==> src/rtl/gen_event_dt_req.sv <==
// Timestep requester: queues absolute-time events in order and requests a dt
// from the time manager so emu_time lands exactly on the head event's timestamp.
module gen_event_dt_req #(
    parameter int TIME_WIDTH = 64,
    parameter int DT_WIDTH   = 32,
    parameter int DEPTH      = 4,
    parameter int TAG_WIDTH  = 8
) (
    input  logic                     emu_clk,
    input  logic                     emu_rst_n,
    input  logic [TIME_WIDTH-1:0]    emu_time,
    input  logic                     ev_valid,
    output logic                     ev_ready,
    input  logic [TIME_WIDTH-1:0]    ev_time,
    input  logic [TAG_WIDTH-1:0]     ev_tag,
    output logic [DT_WIDTH-1:0]      dt_req,
    output logic                     fire,
    output logic [TAG_WIDTH-1:0]     fire_tag,
    output logic [TIME_WIDTH-1:0]    fire_time,
    output logic [$clog2(DEPTH):0]   level,
    output logic                     late_err,
    output logic                     order_err
);

    localparam int PTR_W = $clog2(DEPTH);
    localparam logic [PTR_W:0] PTR_ONE = {{PTR_W{1'b0}}, 1'b1};
    localparam logic [TIME_WIDTH-1:0] DT_MAX_T = {{(TIME_WIDTH-DT_WIDTH){1'b0}}, {DT_WIDTH{1'b1}}};

    logic [TIME_WIDTH-1:0] mem_time_r [DEPTH];
    logic [TAG_WIDTH-1:0]  mem_tag_r  [DEPTH];
    logic [PTR_W:0]        wr_ptr_r;
    logic [PTR_W:0]        rd_ptr_r;
    logic [PTR_W:0]        level_r;
    logic [TIME_WIDTH-1:0] last_time_r;
    logic                  pushed_r;
    logic                  fire_r;
    logic [TAG_WIDTH-1:0]  fire_tag_r;
    logic [TIME_WIDTH-1:0] fire_time_r;
    logic                  late_err_r;
    logic                  order_err_r;

    logic                  empty_s;
    logic                  full_s;
    logic [TIME_WIDTH-1:0] head_time_s;
    logic [TAG_WIDTH-1:0]  head_tag_s;
    logic [TIME_WIDTH-1:0] gap_s;
    logic                  pop_s;
    logic                  push_hs_s;
    logic                  push_ok_s;
    logic [DT_WIDTH-1:0]   dt_req_s;

    assign empty_s     = (wr_ptr_r == rd_ptr_r);
    assign full_s      = (wr_ptr_r[PTR_W] != rd_ptr_r[PTR_W]) &&
                         (wr_ptr_r[PTR_W-1:0] == rd_ptr_r[PTR_W-1:0]);
    assign head_time_s = mem_time_r[rd_ptr_r[PTR_W-1:0]];
    assign head_tag_s  = mem_tag_r[rd_ptr_r[PTR_W-1:0]];
    assign gap_s       = head_time_s - emu_time;
    assign pop_s       = !empty_s && (head_time_s <= emu_time);
    assign push_hs_s   = ev_valid && !full_s;
    // An out-of-order push still completes the handshake; it is only dropped.
    assign push_ok_s   = push_hs_s && ((ev_time >= last_time_r) || (empty_s && !pushed_r));

    // Timestep request: saturate large gaps, stall at zero while the head is due.
    always_comb begin
        dt_req_s = {DT_WIDTH{1'b1}};
        if (empty_s) begin
            dt_req_s = {DT_WIDTH{1'b1}};
        end else if (head_time_s > emu_time) begin
            if (gap_s > DT_MAX_T) begin
                dt_req_s = {DT_WIDTH{1'b1}};
            end else begin
                dt_req_s = gap_s[DT_WIDTH-1:0];
            end
        end else begin
            dt_req_s = {DT_WIDTH{1'b0}};
        end
    end

    // Queue storage, pointers, fire pulse and sticky error flags.
    always_ff @(posedge emu_clk or negedge emu_rst_n) begin
        if (!emu_rst_n) begin
            for (int i = 0; i < DEPTH; i++) begin
                mem_time_r[i] <= {TIME_WIDTH{1'b0}};
                mem_tag_r[i]  <= {TAG_WIDTH{1'b0}};
            end
            wr_ptr_r    <= {(PTR_W+1){1'b0}};
            rd_ptr_r    <= {(PTR_W+1){1'b0}};
            level_r     <= {(PTR_W+1){1'b0}};
            last_time_r <= {TIME_WIDTH{1'b0}};
            pushed_r    <= 1'b0;
            fire_r      <= 1'b0;
            fire_tag_r  <= {TAG_WIDTH{1'b0}};
            fire_time_r <= {TIME_WIDTH{1'b0}};
            late_err_r  <= 1'b0;
            order_err_r <= 1'b0;
        end else begin
            if (push_ok_s) begin
                mem_time_r[wr_ptr_r[PTR_W-1:0]] <= ev_time;
                mem_tag_r[wr_ptr_r[PTR_W-1:0]]  <= ev_tag;
                wr_ptr_r    <= wr_ptr_r + PTR_ONE;
                last_time_r <= ev_time;
                pushed_r    <= 1'b1;
            end else if (push_hs_s) begin
                order_err_r <= 1'b1;
            end else begin
                wr_ptr_r <= wr_ptr_r;
            end

            if (pop_s) begin
                rd_ptr_r    <= rd_ptr_r + PTR_ONE;
                fire_r      <= 1'b1;
                fire_tag_r  <= head_tag_s;
                fire_time_r <= emu_time;
                if (head_time_s < emu_time) begin
                    late_err_r <= 1'b1;
                end else begin
                    late_err_r <= late_err_r;
                end
            end else begin
                fire_r <= 1'b0;
            end

            case ({push_ok_s, pop_s})
                2'b10:   level_r <= level_r + PTR_ONE;
                2'b01:   level_r <= level_r - PTR_ONE;
                default: level_r <= level_r;
            endcase
        end
    end

    assign ev_ready  = !full_s;
    assign dt_req    = dt_req_s;
    assign fire      = fire_r;
    assign fire_tag  = fire_tag_r;
    assign fire_time = fire_time_r;
    assign level     = level_r;
    assign late_err  = late_err_r;
    assign order_err = order_err_r;

endmodule
==> config.mk <==
export PLATFORM = sky130hd
export DESIGN_NAME = gen_event_dt_req
export DESIGN_NICKNAME = d
export VERILOG_FILES = /design/src/rtl/gen_event_dt_req.sv
export SDC_FILE = /design/constraint.sdc
export NUM_CORES = 1
export LEC_CHECK = 0
export ABC_AREA = 1
export CAP_MARGIN = 0
export CORE_MARGIN = 3
export CORE_UTILIZATION = 61
export DETAILED_ROUTE_END_ITERATION = 12
export PLACE_DENSITY = 0.94
export RECOVER_POWER = 100
export SYNTH_ARGS = -nofsm -noshare
export SYNTH_HDL_FRONTEND = slang
export SYNTH_SLANG_ARGS = --single-unit
==> constraint.sdc <==
create_clock -name emu_clk -period 12.65 [get_ports emu_clk]
set_clock_uncertainty 0.15 [all_clocks]
set_input_delay 1.265 -clock emu_clk [delete_from_list [all_inputs] [get_ports emu_clk]]
set_output_delay 1.265 -clock emu_clk [all_outputs]
set_load 0.03 [all_outputs]
## Word-level counts from Yosys, hierarchy flattened

Index checks and enable logic that the tools add are counted.

- Memory bits (read-only): 0
- Latch bits: 0
- Memory bits (writable): 0
- Register bits after elaboration: 437
- Input port bits: 139
- Memories: 0
- Output and inout port bits: 111
- Word-level logic and storage cells: 69

- Reduce and logical (&&, ||, !) cells: 13
- Bitwise gates (word level): 3
- Div/mod/pow operators: 0
- Order comparisons: 8
- Add/subtract/negate cells: 5
- Mux-type cells: 17
- Shift operators: 0
- $mul: 0
- Equality and inequality tests: 5

Operators by type and width:

| cell | number |
|---|---|
| 256-bit bitwise mux | 1 |
| 64-bit two-way mux | 3 |
| 64-bit binary-select mux with 2-bit select | 1 |
| 64-bit demux with 2-bit select | 1 |
| 32-bit two-way mux | 3 |
| 64-bit >= comparator | 1 |
| 64-bit by 32-bit greater-than comparator with 1-bit output, second input constant | 1 |
| 64-bit greater-than comparator | 1 |
| 64-bit less-or-equal comparator | 1 |
| 64-bit < comparator | 1 |
| 64-bit subtractor | 1 |
| 32-bit bitwise mux | 1 |
| 8-bit two-way mux | 3 |
| 8-bit binary-select mux with 2-bit select | 1 |
| 8-bit demux with 2-bit select | 1 |
| 3-bit by 1-bit adder with 3-bit output, second input constant | 3 |
| 3-bit >= comparator, second input constant | 2 |
| 1-bit logical AND | 6 |
| 2-bit inverter with 3-bit output | 2 |
| 3-bit case mux with 2 select lines | 1 |
| 2-bit AND reduction | 2 |
| 3-bit == test | 1 |
| 1-bit zero test | 3 |
| 3-bit by 1-bit < comparator with 1-bit output, second input constant | 1 |
| other kinds (9) | 9 |

## Longest topological paths before layout

- Word-level depth: 9
- Mapped depth: 29
- Mapped depth without buffers: 25

## Least setup slack after synthesis

OpenSTA, ideal clock, no wires.

- Kind: input -> output
- From: in emu_time[0]
- To: out dt_req[10]
- Required time: 11.235 ns
- Arrival time: 3.483 ns
- Stages: 19
- Setup slack: 7.752 ns
- Buffers on the path: 2
- Cell sequence: ha_1 -> inv_1 -> fa_1 -> nand3_1 -> nand3_2 -> nand2_1 -> nand2_1 -> nand2_1 -> nand2_1 -> nand2_1 -> nand3_1 -> nand2_1 -> o311ai_2 -> a21oi_4 -> inv_4 -> buf_4 -> buf_4 -> nand2_1 -> inv_1

- Word-level cells in the longest chain between the ends: 5
- Elaborated cells between the ends (all ways): 6
- Classes of those cells: 1 x add/sub; 2 x order compare; 3 x mux

RTL lines:

| item | line | source |
|---|---|---|
| start: declaration | 11 | `input logic [TIME_WIDTH-1:0] emu_time,` |
| 64-bit subtractor | 57 | `assign gap_s = head_time_s - emu_time;` |
| 64-bit by 32-bit greater-than comparator with 1-bit output | 69 | `if (gap_s > DT_MAX_T) begin` |
| 32-bit two-way mux | 69 |  |
| 32-bit two-way mux (*) | 68 | `end else if (head_time_s > emu_time) begin` |
| 32-bit two-way mux (*) | 66 | `if (empty_s) begin` |
| end: declaration | 16 | `output logic [DT_WIDTH-1:0] dt_req,` |

Every way passes the cells marked *; elsewhere a longest branch is shown, timed or not.

## Final worst setup path

- From: reg rd_ptr_r[0]
- To: out dt_req[1]

- Word-level cells in the longest chain between the ends: 9
- Elaborated cells between the ends (all ways): 11
- Classes of those cells: 1 x add/sub; 2 x order compare; 1 x eq/ne; 6 x mux; 1 x bitwise

RTL lines:

| item | line | source |
|---|---|---|
| start: declaration | 32 | `logic [PTR_W:0] rd_ptr_r;` |
| start signal: assignment | 87 | `rd_ptr_r <= {(PTR_W+1){1'b0}};` |
| start signal: assignment | 110 | `rd_ptr_r <= rd_ptr_r + PTR_ONE;` |
| 2-bit inverter with 3-bit output (implied by the code) | 55 | `assign head_time_s = mem_time_r[rd_ptr_r[PTR_W-1:0]];` |
| 64-bit binary-select mux with 2-bit select | 55 |  |
| 64-bit two-way mux (implied by the code) (2 in a row) | 55 |  |
| 64-bit subtractor | 57 |  |
| 64-bit by 32-bit greater-than comparator with 1-bit output | 69 |  |
| 32-bit two-way mux | 69 |  |
| 32-bit two-way mux | 68 |  |
| 32-bit two-way mux (*) | 66 |  |

Every way passes the cells marked *; elsewhere a longest branch is shown, timed or not. The select of a mux whose other input is x is not followed.

==> results by group <==
Place
  • HPWL after DPL: roughly 60 mm
  • Total placed instance area: slightly below 0.03 sq mm
  • Number of port buffers: about 250
  • Routability congestion estimate: between 1 and 1.5

Floorplanning
  • Die H: between 200 and 250 um
  • Core box area: approximately 0.043 sq mm
  • Cell Rows: 76
  • Initial core utilization: 0.619
  • Die width: 215 um
  • I/O pin cnt: 250
  • DIE AREA: 0.0463 sq mm

Route
  • Via-per-instance ratio: between 5 and 6
  • Routed via count: 26100
  • DRT antenna net count: 0
  • Drt total wl: about 84 mm
  • Residual DRC: 0
  • 1st-iter DRT viols: roughly 3500
  • Wire per inst: roughly 19 um
  • Drt first pass iters: 7

Clocking
  • CTS tree: built
  • Clk_lat worst skew: between 0.6 and 0.7 ns
  • Cts bufs inserted: 46
  • Post-CTS Setup Bufs: 0
  • H-tree Lvls: 2
  • Post-CTS Resized: 0
  • Worst-path clk slew: roughly 0.07 ns
  • TritonCTS Sinks: between 400 and 500
  • Hold buffers post-CTS: 0
  • Longest Clk Path Bufs: 3
  • CTS root buf: clkbuf_16

Timing
  • Max-slew violations: approximately 700
  • Fin crit period: 10.03 ns
  • Final Cycle Share: 0.793
  • Max Fclk: 99.7 MHz
  • RSZ-0062 raised after global routing: no
  • Setup TNS: 0 ns
  • Max-slew headroom: -2.74
  • Final setup viols: 0
  • Worst-margin pin slew: ~5.6 ns
  • Hold Vio Cnt, Final: 0

Finish
  • Final nets: between 4000 and 5000
  • # fillers: 3285
  • Commonest non-fill, non-tap cell in the layout: nand2_1
  • Most frequent cells in the layout: 1173 x nand2_1, 575 x inv_1, 573 x o21ai_0
  • Util after Layout: 0.711
  • Cell area after layout: ~0.03 sq mm
  • Synth-to-Final Area Change: 14.9%
  • Ratio of cells with drive above 1 in the final layout: 0.0412
  • Antenna cells: 0

Run status
  • Outcome: finished with violations
  • Violated checks: capacitance limit, slew limit

Yosys
  • Yosys warns: 0
  • Primary FF master, synth: dfrtp_1
  • XOR/XNOR Fraction of Synth Area: 0.0121
  • Simple-Gate Fraction of Synth Area: 0.252
  • Post-Syn Instances: 3737
  • Synth unique cells: 46
  • Sequential area share after synthesis: 0.409
  • Synthesized flop and latch total: around 440
  • Post-synth EDFFs: 0
  • Compound-gate portion of the synthesized area: 0.147
  • Adder-cell area share of the yosys netlist: 0.0647
  • Syn nets: roughly 4000
  • Synthesized area: between 0.02 and 0.03 sq mm
  • Avg Inst Size Synth: between 7 and 8 sq um
  • Largest family of logic cells by synthesized area: simple AND/OR/NAND/NOR gates
  • Async SR Flop Fraction: 1.00
  • Mux cell area share after synthesis: 0

Min path
  • Worst min-delay path category: reg -> reg

Setup path
  • Setup crit end kind: primary output
  • Highest fanout seen on the critical path: 103
  • Worst path arrival time: about 8.6 ns
  • CP Class: reg -> out
  • WP data required: ~11 ns
  • Crit start category: register

GRT
  • Overall global routing resource usage: 0.358
  • Vias in the first global route: around 25000
  • Initial antenna violation count: 0
  • Largest net degree at the start of global routing: 194
  • First-pass GRT wire length: about 130 mm
  • Grt ovf: 0

Job
  • Max-cap violations: 11
-- stage by stage --
step	instances	setup slack (ns)	hold slack (ns)
3_3_place_gp	4434	5.08	0.283
3_5_place_dp	4434	4.84	0.288
5_1_grt	4520	1.82	0.342
6_report	4520	2.62	0.322
2_1_floorplan	3737	7.75	0.273
4_1_cts	4520	4.20	0.318
-- final timing paths --
path / from / endpoint / slack, ns / cells past startpoint
worst max-delay path: rd_ptr_r[0]$_DFFE_PN0P_ / dt_req[1] / 2.62 / 22
worst min-delay path: pushed_r$_DFFE_PN0P_ / pushed_r$_DFFE_PN0P_ / 0.32 / 2
worst max register to register: rd_ptr_r[0]$_DFFE_PN0P_ / mem_time_r[28]$_DFFE_PN0P_ / 2.80 / 12
worst min register to register: pushed_r$_DFFE_PN0P_ / pushed_r$_DFFE_PN0P_ / 0.32 / 2
max in group asynchronous: emu_rst_n / mem_time_r[175]$_DFFE_PN0P_ / 3.26 / 3
min in group asynchronous: emu_rst_n / last_time_r[11]$_DFFE_PN0P_ / 2.60 / 1
-- logic make-up (layout without fill, tap and decap cells) --
family | after synthesis | count (layout)
AOI/OAI and AO/OA | 733 | 733
DFF | 437 | 437
and+or+nand+nor | 1643 | 1643
buffers and inverters | 750 | 948
adders and majority gates | 137 | 137
xor gates and xnor gates | 37 | 37
-- worst max-delay path: stages, from the launching register on --
cell and delay (ns):
dfrtp_4 0.71, clkinvlp_2 1.27, buf_4 0.88, o21ai_0 0.31, o22ai_1 0.19, fa_1 0.51
nand3_1 0.13, nand3_1 0.17, nand2_1 0.10, nand2_1 0.11, nand2_1 0.08, nand2_1 0.12
nand2_1 0.11, nand3_1 0.09, nand2_1 0.07, o311ai_0 0.24, a21oi_4 0.19, clkbuf_1 0.77
inv_6 0.41, buf_4 0.51, nand2_1 0.16, inv_1 0.05, dlygate4sd3_1 0.68
-- synth_stat cells, types with 21 or more instances --
cell type | count | share of area
nand2_1 | 1170 | 0.16
inv_1 | 574 | 0.081
o21ai_0 | 511 | 0.096
dfrtp_1 | 437 | 0.41
nor2_1 | 270 | 0.038
ha_1 | 135 | 0.063
clkbuf_1 | 90 | 0.013
o22ai_1 | 71 | 0.017
a21oi_1 | 70 | 0.013
nand4_1 | 58 | 0.014
nand3_1 | 44 | 0.0082
o21ai_1 | 33 | 0.0062
xor2_1 | 31 | 0.010
o21ai_2 | 30 | 0.0098
buf_2 | 25 | 0.0047
buf_6 | 22 | 0.0093
inv_2 | 21 | 0.0030
nor2_2 | 21 | 0.0049
-- registers in the layout (all words and copies together) (netlist names) --
name	count
fire	1
fire_tag	8
fire_time	64
last_time_r	64
late_err	1
level	3
mem_tag_r	32
mem_time_r	256
order_err	1
pushed_r	1
rd_ptr_r	3
wr_ptr_r	3
-- metal layers --
| layer | wire length, um | vias to the layer above | GRT usage |
|---|---|---|---|
| li1 | - | 12100 | - |
| met1 | 32900 | 12200 | 0.479 |
| met2 | 38400 | 1590 | 0.574 |
| met3 | 8760 | 288 | 0.0721 |
| met4 | 4130 | 0 | 0.147 |
| met5 | 0 | - | 0 |
-- final cells by class --
class	count	area, sq um	area share
clock buffer	65	1290	0.0421
clock inverter	21	322	0.0105
inverter	598	2250	0.0733
multi-input combinational	2550	12600	0.410
sequential	437	10900	0.356
tap	585	732	0.0238
timing repair buffer	264	2580	0.0842
Power is left out: the tool's default activity adds up to more than one toggle a clock period on the data nets, which glitch-free logic cannot reach.
